$ cat src/rtl/instr_fetch.sv
// Instruction fetch stage: turns PC update strobes into single outstanding
// instruction-memory reads and hands the result to decode over valid/ready.
module instr_fetch #(
  parameter logic [31:0] IMEM_BASE  = 32'h0100_0000,
  parameter int          IMEM_WORDS = 1024,
  parameter int          MADDR_W    = 10,
  parameter logic [31:0] NOP_INSTR  = 32'h0000_0013
) (
  input  logic               clk,
  input  logic               rst,
  input  logic [31:0]        addr,
  input  logic               pc_update,
  output logic               mem_en,
  output logic [MADDR_W-1:0] mem_addr,
  input  logic [31:0]        mem_rdata,
  input  logic               mem_rvalid,
  output logic [31:0]        instr,
  output logic [31:0]        instr_pc,
  output logic               instr_valid,
  input  logic               instr_ready,
  output logic               fault,
  output logic               busy
);

  typedef enum logic [1:0] {S_IDLE, S_REQ, S_WAIT, S_HOLD} state_t;

  // NOTE: the end address is formed in 33 bits so a base near the top of the
  // address space cannot wrap and make every PC look in range.
  localparam logic [32:0] IMEM_END = {1'b0, IMEM_BASE} + (33'(IMEM_WORDS) << 2);

  state_t      state, state_nxt;
  logic [31:0] cur_pc;
  logic [31:0] pend_pc;
  logic        pend_v;
  logic        stale;

  logic        start;
  logic [31:0] start_pc;
  logic        start_bad;
  logic        drop_rsp;

  function automatic logic addr_bad(input logic [31:0] a);
    return (a[1:0] != 2'b00) || (a < IMEM_BASE) || ({1'b0, a} >= IMEM_END);
  endfunction

  // A fresh strobe in IDLE beats any parked redirect.
  assign start     = pc_update || pend_v;
  assign start_pc  = pc_update ? addr : pend_pc;
  assign start_bad = addr_bad(start_pc);
  // A response is useless if a redirect happened earlier or lands this cycle.
  assign drop_rsp  = stale || pc_update;

  // NOTE: asynchronous reset with non-blocking assignments for all state;
  // blocking here would create order-dependent simulation races.
  always_ff @(posedge clk or negedge rst) begin
    if (!rst) state <= S_IDLE;
    else      state <= state_nxt;
  end

  // NOTE: state_nxt gets a default before the case so no path leaves it
  // unassigned, which would otherwise infer a latch.
  always_comb begin
    state_nxt = state;
    unique case (state)
      S_IDLE: if (start) state_nxt = start_bad ? S_HOLD : S_REQ;
      S_REQ:  state_nxt = S_WAIT;
      S_WAIT: if (mem_rvalid) state_nxt = drop_rsp ? S_IDLE : S_HOLD;
      S_HOLD: if (pc_update || instr_ready) state_nxt = S_IDLE;
      default: state_nxt = S_IDLE;
    endcase
  end

  always_comb begin
    mem_en = (state == S_REQ);
    busy   = (state != S_IDLE) || pend_v;
  end

  assign mem_addr = MADDR_W'((cur_pc - IMEM_BASE) >> 2);

  always_ff @(posedge clk or negedge rst) begin
    if (!rst) begin
      cur_pc      <= IMEM_BASE;
      pend_pc     <= IMEM_BASE;
      pend_v      <= 1'b0;
      stale       <= 1'b0;
      instr       <= NOP_INSTR;
      instr_pc    <= IMEM_BASE;
      instr_valid <= 1'b0;
      fault       <= 1'b0;
    end else begin
      // Redirect outside IDLE: park the newest PC.
      if (pc_update && state != S_IDLE) begin
        pend_pc <= addr;
        pend_v  <= 1'b1;
      end
      unique case (state)
        S_IDLE: begin
          if (start) begin
            cur_pc <= start_pc;
            pend_v <= 1'b0;
            if (start_bad) begin
              instr       <= NOP_INSTR;
              instr_pc    <= start_pc;
              fault       <= 1'b1;
              instr_valid <= 1'b1;
            end
          end
        end
        S_REQ: begin
          if (pc_update) stale <= 1'b1;
        end
        S_WAIT: begin
          if (mem_rvalid) begin
            if (drop_rsp) begin
              stale <= 1'b0;
            end else begin
              instr       <= mem_rdata;
              instr_pc    <= cur_pc;
              fault       <= 1'b0;
              instr_valid <= 1'b1;
            end
          end else if (pc_update) begin
            stale <= 1'b1;
          end
        end
        S_HOLD: begin
          // Withdraw on redirect even if decode is ready this same cycle.
          if (pc_update || instr_ready) instr_valid <= 1'b0;
        end
        default: ;
      endcase
    end
  end

endmodule

$ cat config.mk
export PLATFORM = sky130hd
export DESIGN_NAME = instr_fetch
export DESIGN_NICKNAME = d
export VERILOG_FILES = /design/src/rtl/instr_fetch.sv
export SDC_FILE = /design/constraint.sdc
export NUM_CORES = 1
export LEC_CHECK = 0
export ABC_CLOCK_PERIOD_IN_PS = 2550
export CORE_MARGIN = 1
export CORE_UTILIZATION = 50
export DETAILED_ROUTE_END_ITERATION = 12
export GPL_ROUTABILITY_DRIVEN = 1
export MAX_ROUTING_LAYER = met4
export PLACE_DENSITY = 0.76
export SYNTH_ARGS = -nofsm -noshare
export SYNTH_HDL_FRONTEND = slang
export SYNTH_SLANG_ARGS = --single-unit
$ cat constraint.sdc
create_clock -name clk -period 2.55 [get_ports clk]
set_input_delay 0.255 -clock clk [delete_from_list [all_inputs] [get_ports clk]]
set_output_delay 0.255 -clock clk [all_outputs]
set_load 0.005 [all_outputs]
# After elaboration in Yosys (flattened, before gate mapping)
# Cells that the tools add are included.
[classes]
addsub = 1
n_lt_le_gt_ge = 2
eq_ne = 9
muxes = 33
n_reduce_logical = 18
[ops]
columns = ["cell", "n"]
rows = [
  ["two-way mux 32 bit", 9],
  ["case mux 32 bit (2 select lines)", 2],
  ["greater-or-equal comparator 32 x 25 -> 1 bit, second input constant", 1],
  ["less-than comparator 32 x 25 -> 1 bit, second input constant", 1],
  ["two-way mux 1 bit", 13],
  ["subtractor 12 x 1 -> 12 bit, second input constant", 1],
  ["two-way mux 2 bit", 5],
  ["!= test 2 bit, second input constant", 5],
  ["case mux 2 bit (4 select lines)", 1],
  ["nonzero test 2 bit", 4],
  ["logical OR 1 bit", 6],
  ["AND reduction 6 bit", 1],
  ["AND reduction 5 bit", 1],
  ["equality test 2 bit, second input constant", 2],
  ["case mux 1 bit (2 select lines)", 2],
  ["AND reduction 2 bit", 2],
  ["!= test 3 bit, second input constant", 1],
  ["case mux 1 bit (3 select lines)", 1],
  ["AND reduction 3 bit", 1],
  ["nonzero test 3 bit", 1],
  ["equality test 2 x 1 -> 1 bit, second input constant", 1],
  ["zero test 2 bit", 1],
  ["logical AND 1 bit", 1],
]
[word_totals]
reg_bits = 134
input_bits = 69
out_inout_bits = 78
elab_cells = 72

# Longest topological paths before layout
[logic_depth]
ltp_word = 7
depth_mapped = 10
mapped_depth_nobuf = 7

# Worst setup path after synthesis
# Ideal clock, no wire load.
[synth_timing]
path_kind = "register to register"
from = "reg state[0]"
to = "reg instr[29]"
arrival_ps = 1956
setup_slack_ps = 463
path_stages_with_launch = 11
synth_period_minus_slack_ps = 2087
cell_sequence = "dfrtp_1 inv_1 ha_1 clkbuf_1 and4bb_2 o22ai_2 clkbuf_1 clkbuf_2 and2_1 a41oi_1 o21ai_0"
[synth_via]
elab_chain_len = 3
[synth_rtl]
columns = ["element", "line", "rtl"]
rows = [
  ["start: declaration", "31", "state_t state, state_nxt;"],
  ["start signal: assignment", "57", "else state <= state_nxt;"],
  ["equality test 2 bit or zero test 2 bit (tied branches)", "96", "unique case (state)"],
  ["!= test 2 bit (no source line) or nonzero test 2 bit (tied branches)", "--", ""],
  ["AND reduction 5 bit (no source line)", "--", ""],
  ["end signal: assignment", "117", "instr <= mem_rdata;"],
  ["end: declaration", "17", "output logic [31:0] instr,"],
]
# Parallel ways exist; a longest one is shown, timed or not.
# A chain may end at the register's enable or synchronous reset.

# Worst setup path in the final report
[layout_timing]
from = "reg state[1]"
to = "out busy"
[layout_via]
elab_chain_len = 2
[layout_rtl]
columns = ["element", "line", "rtl"]
rows = [
  ["nonzero test 2 bit", "75", "busy = (state != S_IDLE) || pend_v;"],
  ["logical OR 1 bit", "75", ""],
  ["end: declaration", "22", "output logic busy"],
]
# Every way passes these cells.

==> run_results.csv <==
group,metric,value,unit
status,status,"finished, final reports clean",
yosys,syn_inst,688,
floorplan,die_height,119,um
worst_setup_path,worstPathMaxFanout,5,
pwr,design_power,11.5,mW
sta,final-max-slew-violation-count,0,
drt,drt_pass1_iterations,7,
cts,cts_post_setup_buffers_inserted,0,
cts,post_cts_resized,0,
cts,clock_sinks,134,
worst_setup_path,crit_path_start,"state[1]",
sta,post-route-worst-setup-slack,169,ps
cts,cts_inserted_buffers,17,
cts,tritoncts,"built",
yosys,share_of_synthesized_flip_flops_with_an_asynchronous_set_or_reset,100,%
worst_setup_path,rr_worst_depth,8,
final_layout,layout.cells.most_common_list,"sky130_fd_sc_hd__clkdlybuf4s50_1, sky130_fd_sc_hd__dfrtp_1, sky130_fd_sc_hd__o21ai_0",
yosys,synth-main-ff-cell,"sky130_fd_sc_hd__dfrtp_1",
sta,grt_setup_unrepaired,"false",
worst_setup_path,crit_path_max_incr_delay,560,ps
cts,clock_tree.root_cell,"sky130_fd_sc_hd__clkbuf_16",
worst_setup_path,cp_data_required_time,2300,ps
grt,grt_pass1_wl,29400,um
cts,worst_setup_hold_path_clk_slew,60,ps
worst_setup_path,crit_buf_inv,3,
floorplan,core-area,13300,sq um
worst_setup_path,timing.critical_path.arrival,2130,ps
placement,gpl.final_weighted_congestion,0.844,
placement,placement.setup.worst_slack,113,ps
drt,routed_via_density,5.98,
worst_setup_path,setup.worst_path.end_class,"output port",
yosys,yosysWarnings,0,
grt,grt_start_max_net_pins,69,
drt,antenna_violating_nets_post_route,0,
cts,clk_latency,420,ps
yosys,synthesis.nets,761,
drt,wl_per_cell,18.0,um
grt,globalRoute.totalOverflow,0,
sta,max_slew.worst_pin.slew,654,ps
sta,finalSetupViolCount,0,
worst_setup_path,timing.rr.end,"instr_pc[0]",
drt,detail_route.drc_violations,0,
final_layout,filler_cells,990,
grt,vias_in_the_first_global_route,5706,
grt,number_of_antenna_violations_at_the_first_check_in_global_routing,0,
worst_setup_path,worst-r2r-setup-slack,310,ps
placement,io_buffer_count,146,
sta,finalClockSkew,9.65,ps
worst_setup_path,worst_setup_path_start_kind,"flop",
drt,detail_route.wirelength,17800,um
sta,timing.max_slew.rel_slack,56.4,%
worst_hold_path,worst_hold_path_type,"primary input to asynchronous set/reset pin",
worst_setup_path,path_delay_family,"buffers and inverters",
drt,dr.first_iter.drc_count,468,
yosys,yosys_register_bits,134,
sta,final.period_utilization,93.4,%
floorplan,floorplan.io_pins,147,
worst_setup_path,critical_path_depth,5,
pwr,worst_ir_drop_vdd,0.618,mV
cts,clock_path_buffers,2,
final_layout,fin_nets,874,
drt,dr_total_vias,5923,
floorplan,initial_utilization,51.6,%
yosys,synth_area,6890,sq um
yosys,synthDistinctLibCells,43,
yosys,synth-edff-count,0,
grt,gr-usage-all-layers,27.0,%
final_layout,area_growth,32.7,%
sta,totalNegativeSetupSlack,0,ps
pwr,power.density,1250,nW/um^2
cts,cts_max_level,4,
sta,max_freq,420,MHz
final_layout,antenna-diode-count,0,
final_layout,post_route_cells_drive_above_1_share,12.5,%
yosys,synth_area_per_cell,10.0,sq um
job,maxCapViolations,0,
worst_setup_path,critical_path_s_slowest_cell,"sky130_fd_sc_hd__clkdlybuf4s50_1",
worst_setup_path,crit-reg2reg-launch,"state[1]",
floorplan,die_width,119,um
yosys,sequential_element_share_of_the_synthesized_area,48.8,%
pwr,static-leakage-power,3.71,nW
floorplan,design.die.area,14300,sq um
sta,hold_violations,0,
worst_setup_path,criticalPathCategory,"flop to output port",
placement,detailedPlacementHpwl,11600,um
sta,period_minus_slack,2380,ps
worst_setup_path,worstPathCellList,"inv_1, ha_1, buf_4, nand2b_1, clkdlybuf4s50_1",
final_layout,mostFrequentLayoutCell,"sky130_fd_sc_hd__clkdlybuf4s50_1",
floorplan,num_rows,42,
==> final cells by class <==
type	count	area (sq um)	share of cell area (%)
sequential	134	3360	36.8
multi-input combinational	475	3200	35.0
timing repair buffer	169	1730	19.0
clock buffer	22	464	5.08
tap	176	220	2.41
clock inverter	10	146	1.60
inverter	4	15.0	0.164
==> cell usage after synthesis, types with 4 or more instances <==
| cell | count | area [sq um] |
|---|---|---|
| sky130_fd_sc_hd__dfrtp_1 | 128 | 3200 |
| sky130_fd_sc_hd__o21ai_0 | 91 | 455 |
| sky130_fd_sc_hd__nand2_1 | 69 | 259 |
| sky130_fd_sc_hd__and2_1 | 64 | 400 |
| sky130_fd_sc_hd__a41oi_1 | 63 | 552 |
| sky130_fd_sc_hd__clkbuf_1 | 43 | 161 |
| sky130_fd_sc_hd__mux2_2 | 32 | 360 |
| sky130_fd_sc_hd__nand3_1 | 32 | 160 |
| sky130_fd_sc_hd__o211ai_1 | 32 | 240 |
| sky130_fd_sc_hd__mux2i_1 | 31 | 310 |
| sky130_fd_sc_hd__buf_4 | 10 | 75.1 |
| sky130_fd_sc_hd__buf_2 | 9 | 45.0 |
| sky130_fd_sc_hd__buf_1 | 6 | 22.5 |
| sky130_fd_sc_hd__clkbuf_2 | 6 | 30.0 |
| sky130_fd_sc_hd__dfstp_2 | 6 | 158 |
| sky130_fd_sc_hd__nand2b_1 | 6 | 37.5 |
| sky130_fd_sc_hd__nor2_1 | 6 | 22.5 |
| sky130_fd_sc_hd__nor4_1 | 6 | 37.5 |
| sky130_fd_sc_hd__o21ai_1 | 6 | 30.0 |
| sky130_fd_sc_hd__a21oi_1 | 5 | 25.0 |
| sky130_fd_sc_hd__ha_1 | 4 | 50.1 |
| sky130_fd_sc_hd__nor3_1 | 4 | 20.0 |
==> sequential cells by signal (all words and copies together) (netlist names) <==
name and flops:
state 2, cur_pc 32, instr_valid 1, instr 32, stale 1, fault 1
pend_v 1, pend_pc 32, instr_pc 32
==> power by group <==
group | switching, mW | internal (mW) | total, mW | leakage [nW]
logic | 2.39 | 2.62 | 5.01 | 1.78
clock network | 0.910 | 1.59 | 2.50 | 0.283
registers | 0.715 | 3.24 | 3.95 | 1.65
total | 4.02 | 7.45 | 11.5 | 3.71
==> cells by family after synthesis <==
logic type	share of synthesized area, %
compound gates	20.7
simple gates	14.9
flops	48.8
buf+inv	5.23
mux	9.73
fa+ha+maj	0.726
==> worst max path at each step <==
stage,endpoint
2_1_floorplan,instr[29]
3_3_place_gp,instr_pc[31]
3_5_place_dp,instr[13]
4_1_cts,busy
5_1_grt,busy
6_report,busy
==> through the flow <==
| step | cells | utilization [%] | cell area [sq um] | hold WS (ps) |
|---|---|---|---|---|
| finish | 990 | 68.5 | 9140 | 394 |
| global route | 990 | 68.5 | 9140 | 422 |
| CTS | 990 | 68.5 | 9140 | 384 |
| detailed placement | 957 | 63.8 | 8520 | 300 |
| global placement | 957 | 63.8 | 8520 | 295 |
| floorplan | 688 | - | 6890 | -40.6 |
==> routing by layer <==
layer  GRT usage [%]  share of wire [%]
met3            6.18                6.1
met5               -                  0
met2            39.6                 47
met1            37.4                 46
met4            7.81                1.5
==> timing repair <==
item,CTS,global route
setup endpoints to repair,0,0
hold endpoints to repair,64,0
hold buffers,1,0
No activity file was read; power rests on OpenSTA's default activity.
